`config.mk`:
```
export PLATFORM = sky130hd
export DESIGN_NAME = demux8_1to4_buf
export DESIGN_NICKNAME = d
export VERILOG_FILES = /design/src/rtl/demux8_1to4_buf.sv
export SDC_FILE = /design/constraint.sdc
export NUM_CORES = 1
export LEC_CHECK = 0
export CAP_MARGIN = 10
export CORE_AREA = 4 4 90 92
export DETAILED_ROUTE_END_ITERATION = 6
export DIE_AREA = 0 0 94 96
export PLACE_DENSITY_LB_ADDON = 0.15
export SLEW_MARGIN = 25
export SYNTH_ARGS = -nofsm -noshare
export SYNTH_HDL_FRONTEND = slang
export SYNTH_SLANG_ARGS = --single-unit
```
`constraint.sdc`:
```
create_clock -name CLK -period 1.46 [get_ports CLK]
set_input_delay 0.292 -clock CLK [delete_from_list [all_inputs] [get_ports CLK]]
set_output_delay 0.292 -clock CLK [all_outputs]
set_load 0.05 [all_outputs]
```
`src/rtl/demux8_1to4_buf.sv`:
```
// 1-to-4 byte distributor with one registered slot per channel, SEL or round-robin steering.
// Words appear one edge after acceptance; IN_READY follows the target slot's space or its same-cycle drain.
module demux8_1to4_buf #(
  parameter int WIDTH = 8,
  parameter int CNT_W = 8
) (
  input  logic               CLK,
  input  logic               RST_N,
  input  logic [1:0]         SEL,
  input  logic               AUTO,
  input  logic [WIDTH-1:0]   D_IN,
  input  logic               IN_VALID,
  output logic               IN_READY,
  output logic [WIDTH-1:0]   D_OUT0,
  output logic [WIDTH-1:0]   D_OUT1,
  output logic [WIDTH-1:0]   D_OUT2,
  output logic [WIDTH-1:0]   D_OUT3,
  output logic [3:0]         OUT_VALID,
  input  logic [3:0]         OUT_READY,
  output logic [1:0]         RR_PTR,
  output logic [4*CNT_W-1:0] CNT
);

  logic [WIDTH-1:0] dat_q [4];
  logic [CNT_W-1:0] cnt_q [4];
  logic [3:0]       vld_q;
  logic [1:0]       ptr_q;
  logic [1:0]       tgt;
  logic             in_rdy;
  logic             accept;
  logic [3:0]       acc;

  // Target is re-evaluated every cycle, so a stalled word may be steered elsewhere.
  always_comb begin
    tgt    = AUTO ? ptr_q : SEL;
    in_rdy = RST_N & (~vld_q[tgt] | OUT_READY[tgt]);
    accept = IN_VALID & in_rdy;
    acc    = '0;
    for (int i = 0; i < 4; i++) begin
      acc[i] = accept && (tgt == 2'(i));
    end
  end

  always_ff @(posedge CLK or negedge RST_N) begin
    if (!RST_N) begin
      vld_q <= '0;
      ptr_q <= '0;
      for (int i = 0; i < 4; i++) begin
        dat_q[i] <= '0;
        cnt_q[i] <= '0;
      end
    end else begin
      for (int i = 0; i < 4; i++) begin
        if (acc[i]) begin
          dat_q[i] <= D_IN;
          vld_q[i] <= 1'b1;
          cnt_q[i] <= cnt_q[i] + CNT_W'(1);
        end else if (vld_q[i] && OUT_READY[i]) begin
          vld_q[i] <= 1'b0;
        end
      end
      if (accept && AUTO) begin
        ptr_q <= ptr_q + 2'd1;
      end
    end
  end

  always_comb begin
    CNT = '0;
    for (int i = 0; i < 4; i++) begin
      CNT[i*CNT_W +: CNT_W] = cnt_q[i];
    end
  end

  assign IN_READY  = in_rdy;
  assign OUT_VALID = vld_q;
  assign RR_PTR    = ptr_q;
  assign D_OUT0    = dat_q[0];
  assign D_OUT1    = dat_q[1];
  assign D_OUT2    = dat_q[2];
  assign D_OUT3    = dat_q[3];

endmodule

```
Yosys cells after proc, flatten, opt, wreduce, memory -nomap -nowiden

Index checks and enable logic that the tools add are counted.

Register bits: 70
Bits in latches: 0
Memory bits (writable): 0
ROM bits: 0
Input port bits: 18
Output and inout bits: 71
Memories kept: 0

Add/subtract/negate cells: 5
Multipliers: 0
Div/mod/pow operators: 0
Order comparisons: 1
Equal/unequal tests: 3
Shifts and indexed selects: 0
Mux-type cells: 13
Bitwise logic cells: 4
Reduce and logical (&&, ||, !) cells: 14

Operator list:

| kind                | count |
|---|---|
| $add 8x1->8 const B | 4 |
| $mux 1              | 10 |
| $logic_and 1x1->1   | 9 |
| $reduce_bool 2->1   | 4 |
| $bmux 1 s2          | 2 |
| $eq 2x2->1 const B  | 2 |
| $lt 2x3->1 const B  | 1 |
| $add 2x1->2 const B | 1 |
| $and 1x1->1         | 2 |
| $eq 2x1->1 const B  | 1 |
| $logic_not 2->1     | 1 |
| $mux 2              | 1 |
| $not 1->1           | 1 |
| $or 1x1->1          | 1 |

Depth between registers and ports, before layout

Depth in word-level cells: 9
Depth in mapped cells: 7

Least setup slack after synthesis

Ideal clock, no wire load.

Kind: register to output
From: reg ptr_q[1] (netlist: RR_PTR[1])
To: out IN_READY
Arrival time: 1603 ps
Data required time: 1168 ps
Slack: -435 ps
Cell stages (with the launch flop): 5
Path buffers: 0
Cells stage by stage: dfrtp_1 > mux2_4 > mux2i_1 > nor2_1 > o21a_1

Cells in the longest elaborated chain, start to end: 6
Elaborated cells between the ends (all ways): 8
Classes of those cells: 5 x mux; 3 x bitwise

Ends and longest elaborated chain:

| item                         | RTL line | RTL |
|---|---|---|
| start: declaration           | 27       | `logic [1:0] ptr_q;` |
| start signal: assignment     | 63       | `ptr_q <= ptr_q + 2'd1;` |
| $mux 2 *                     | 35       | `tgt = AUTO ? ptr_q : SEL;` |
| $bmux 1 s2                   | 36       | `in_rdy = RST_N & (~vld_q[tgt] \| OUT_READY[tgt]);` |
| $mux 1 (not written as such) | 36       |  |
| $not 1->1                    | 36       |  |
| $or 1x1->1 *                 | 36       |  |
| $and 1x1->1 *                | 36       |  |
| end: declaration             | 13       | `output logic IN_READY,` |

Every way passes the cells marked *; elsewhere a longest branch is shown, timed or not. The select of a mux whose other input is x is not followed.

Worst setup path after layout

Ends and elaborated chain as after synthesis.

==> results by stage <==
Die:
- The width of the die is 94 um.
- The number of I/O pins is 89.
- The core region is 7210 um2.
- The initialized floorplan defines 31 standard-cell rows.
- The floorplan step set the die height to 96 um.
- For this configuration, the core starts out at a cell density of 41.5%.
- The die covers 9020 um2.

Clock tree:
- After clock tree synthesis, the clock-pin slew on the worst setup and hold paths is 0.08 ns.
- Counting the buffers created by CTS gives 9.
- Clock tree synthesis found a total of 70 sinks.
- TritonCTS built the clock tree.
- Clock tree synthesis selected as its root buffer the cell clkbuf_8.
- The total number of H-tree levels is 3.
- Clock latency on the worst-skew pair, taken at its later pin, is 0.34 ns.
- In this run the deepest clock path goes through 2 buffers.

Cells and area:
- From synthesis to final layout, the design area changed by 78.8%.
- The cell area after layout is 5350 um2.
- The count of placed standard cells in the final layout, fillers left out is 452.
- The post-route netlist has 51.3% of its cells at a drive strength greater than 1.
- The number of antenna repair diodes is 0.
- The final net count is 370.

Run status:
- The run finished, with violations left.
- The checks that failed: negative setup slack.

GRT:
- The initial antenna violation count is 0.
- The overall overflow remaining after global route is 0.
- The largest net degree at the start of global routing is 49.
- Global routing consumed, over all layers together, 18.9% of the routing resources.
- The first global-routing pass estimated 12.8 mm of wire.
- The via count of the first global-routing pass was 2407.

Place:
- The worst setup slack before clock tree synthesis is -0.738 ns.
- The final weighted congestion in routability-driven placement is 0.795.
- Detailed placement finished with a half-perimeter wire length of 5.45 mm.
- In this run the tool buffered the top-level ports with 88 buffer cells.
- The cell area after placement is 4920 um2.
- Including well taps, the total number of placed cells is 425.

Run:
- The count of maximum capacitance violations is 0.

Drt:
- The routed wire length is 8.08 mm.
- The first detailed-routing pass took 4 iterations.
- After detailed routing, the number of vias per cell comes to 4.90.
- The count of vias placed by the detailed router is 2216.
- In this run the remaining antenna-violating nets after routing total 0.
- After detailed routing, the number of remaining DRC violations is 0.
- The final routed wire length divided by cell count is 17.9 um.
- The first routing iteration left 92 violations.

Worst setup path:
- The kind of end point of the critical path is a primary output.
- STA classifies the critical path startpoint as a flip-flop.
- In this run the worst path has a maximum fanout of 4.
- The startpoint-to-endpoint class of the critical path is reg -> out.
- Measured in cells, the most critical reg-to-reg path has a length of 5.
- The data arrival time of the worst path is 1.75 ns.
- Data on the critical path is required at its endpoint by 1.17 ns.

Power and ir drop:
- The worst-case vdd ir drop is 1510 uV.
- The power per unit of standard cell area is 2280 nW/um2.
- For this design the static power due to leakage is 2.40 nW.

STA:
- The setup skew after layout is 0.00564 ns.
- The highest clock frequency the design can meet is 490 MHz.
- Subtracting the final worst setup slack from the clock period gives 2.04 ns.
- Setup repair after global routing could not meet its margin everywhere.
- In this run the tightest slew margin relative to its limit is 59.0%.
- The max-slew violation count came to 0.
- The setup-violating endpoint count in the final report is 51.
- The worst path uses 140% of the clock period.
- The final hold violation count is 0.
- At the pin with the least slew margin, the transition time is 0.615 ns.
- The worst setup slack after layout is -0.582 ns.

Synthesis:
- The cell count after synthesis is 219.
- The number of distinct library cell variants in the gate-level netlist after synthesis is 33.
- After synthesis the netlist holds a flip-flop and latch count of 70.
- After synthesis, the largest area contributor takes up 58.5% of total cell area.
- The warning count from the yosys run is 0.
- Synthesis produced a netlist with a net count of 241.
- The mean instance size in the synthesized netlist is 13.7 um2.
- In the post-synthesis netlist, the biggest area contributors are dfrtp_1 59%, mux2_2 10%, xnor2_1 7.9%, nand4_1 3.8%, mux2_4 2.5%.
- The cell accounting for the most synthesized area is dfrtp_1.
- After synthesis the cells add up to 2990 um2.
- The part of the Yosys area used for sequential elements is 58.5%.

Worst hold path:
- The path type of the worst min-delay path is in -> async.
## layout by cell type, fill, tap and decap left out, types with 2 or more instances in the layout
master / Yosys / final
mux2i_4: 0 / 2
nand4_1: 18 / 18
bufinv_16: 0 / 2
nor2_1: 2 / 2
and3_1: 7 / 7
dfrtp_1: 70 / 66
buf_4: 2 / 27
and4_4: 1 / 5
clkbuf_8: 0 / 10
mux2i_2: 2 / 2
buf_12: 1 / 74
dfrtp_2: 0 / 4
buf_6: 2 / 6
nand2_1: 20 / 19
inv_1: 2 / 2
xnor2_1: 27 / 27
ha_1: 4 / 4
xor2_1: 2 / 2
nand2b_1: 3 / 3
mux2_2: 27 / 18
mux2_4: 5 / 17
clkdlybuf4s50_1: 0 / 15
## routing by layer
metal / part of all wire [%] / up-vias / GRT usage [%] / routed length [um]
li1: - / 1034 / - / -
met1: 42 / 1109 / 23.0 / 3360
met2: 51 / 65 / 31.6 / 4140
met3: 6.3 / 8 / 6.72 / 505
met4: 0.80 / 0 / 6.14 / 65
met5: 0 / - / 0 / 0
## registers in the layout, indices dropped and copies added, names as in the netlist
register / count
D_OUT0: 8
RR_PTR: 2
D_OUT3: 8
D_OUT2: 8
OUT_VALID: 4
CNT: 32
D_OUT1: 8
## worst max-delay path, stage by stage, from the launching register on
cell and delay (ns):
dfrtp_2 0.42, mux2_4 0.30, mux2i_2 0.22, nor2_1 0.09, o21a_4 0.23, buf_12 0.14
## stage by stage
stage | TNS [ns] | power (mW) | hold slack, ns | util [%]
floorplan | -6.14 | 6.51 | -0.00359 | -
global placement | -41.62 | 10.2 | 0.327 | 68.3
detailed placement | -43.60 | 10.3 | 0.333 | 68.3
CTS | -5.52 | 12.3 | 0.252 | 73.7
global route | -6.74 | 12.7 | 0.202 | 74.2
finish | -5.30 | 12.2 | 0.169 | 74.2
## synthesized netlist by cell type
cell      number
dfrtp_1       70
mux2_2        27
xnor2_1       27
nand2_1       20
nand4_1       18
and3_1         7
mux2_4         5
and4_1         4
ha_1           4
mux2_1         3
nand2b_1       3
buf_2          2
buf_4          2
buf_6          2
inv_1          2
mux2i_1        2
mux2i_2        2
nand3_1        2
nor2_1         2
xor2_1         2
and2_2         1
and4_4         1
buf_12         1
buf_8          1
clkbuf_4       1
nand4_2        1
nor2b_1        1
nor3_1         1
o21a_1         1
o21ai_0        1
o31ai_1        1
or2_1          1
or2b_1         1
## worst paths after layout
kind / to / slack (ns) / startpoint
setup / recovery: IN_READY / -0.58 / RR_PTR[1]$_DFFE_PN0P_
hold / removal: CNT[31]$_DFFE_PN0P_ / 0.17 / RST_N
setup reg to reg: D_OUT3[2]$_DFFE_PN0P_ / -0.22 / RR_PTR[1]$_DFFE_PN0P_
hold reg to reg: CNT[15]$_DFFE_PN0P_ / 0.52 / CNT[15]$_DFFE_PN0P_
max in group asynchronous: OUT_VALID[2]$_DFFE_PN0P_ / 0.78 / RST_N
min in group CLK: CNT[15]$_DFFE_PN0P_ / 0.52 / CNT[15]$_DFFE_PN0P_
## power by group
group	total (mW)	internal [mW]	switching, mW
clock network	1.76	1.01	0.743
registers	3.52	2.62	0.907
logic	6.93	3.52	3.40
total	12.2	7.15	5.05
## logic make-up after synthesis
| logic type | after synthesis | synth area share, % |
|---|---|---|
| mux | 39 | 15.4 |
| flops | 70 | 58.5 |
| buf+inv | 11 | 3.26 |
| xor+xnor | 29 | 8.49 |
| compound gates | 3 | 0.669 |
| fa+ha+maj | 4 | 1.67 |
| simple gates | 63 | 12.0 |
## final cells by class
class	instances	area (um2)
clock buffer	11	141
clock inverter	5	81.3
timing repair buffer	125	1940
multi-input combinational	140	1300
tap	99	124
fill	459	1860
inverter	2	7.51
sequential	70	1760
## timing repair
item	in CTS	in global routing
pin swaps	13	17
gates cloned	3	0
setup buffers	7	4
setup endpoints to repair	70	60
resized for setup	22	5
endpoints found under the hold margin	22	0
hold buffers	1	0
No activity file was read; power rests on OpenSTA's default activity.
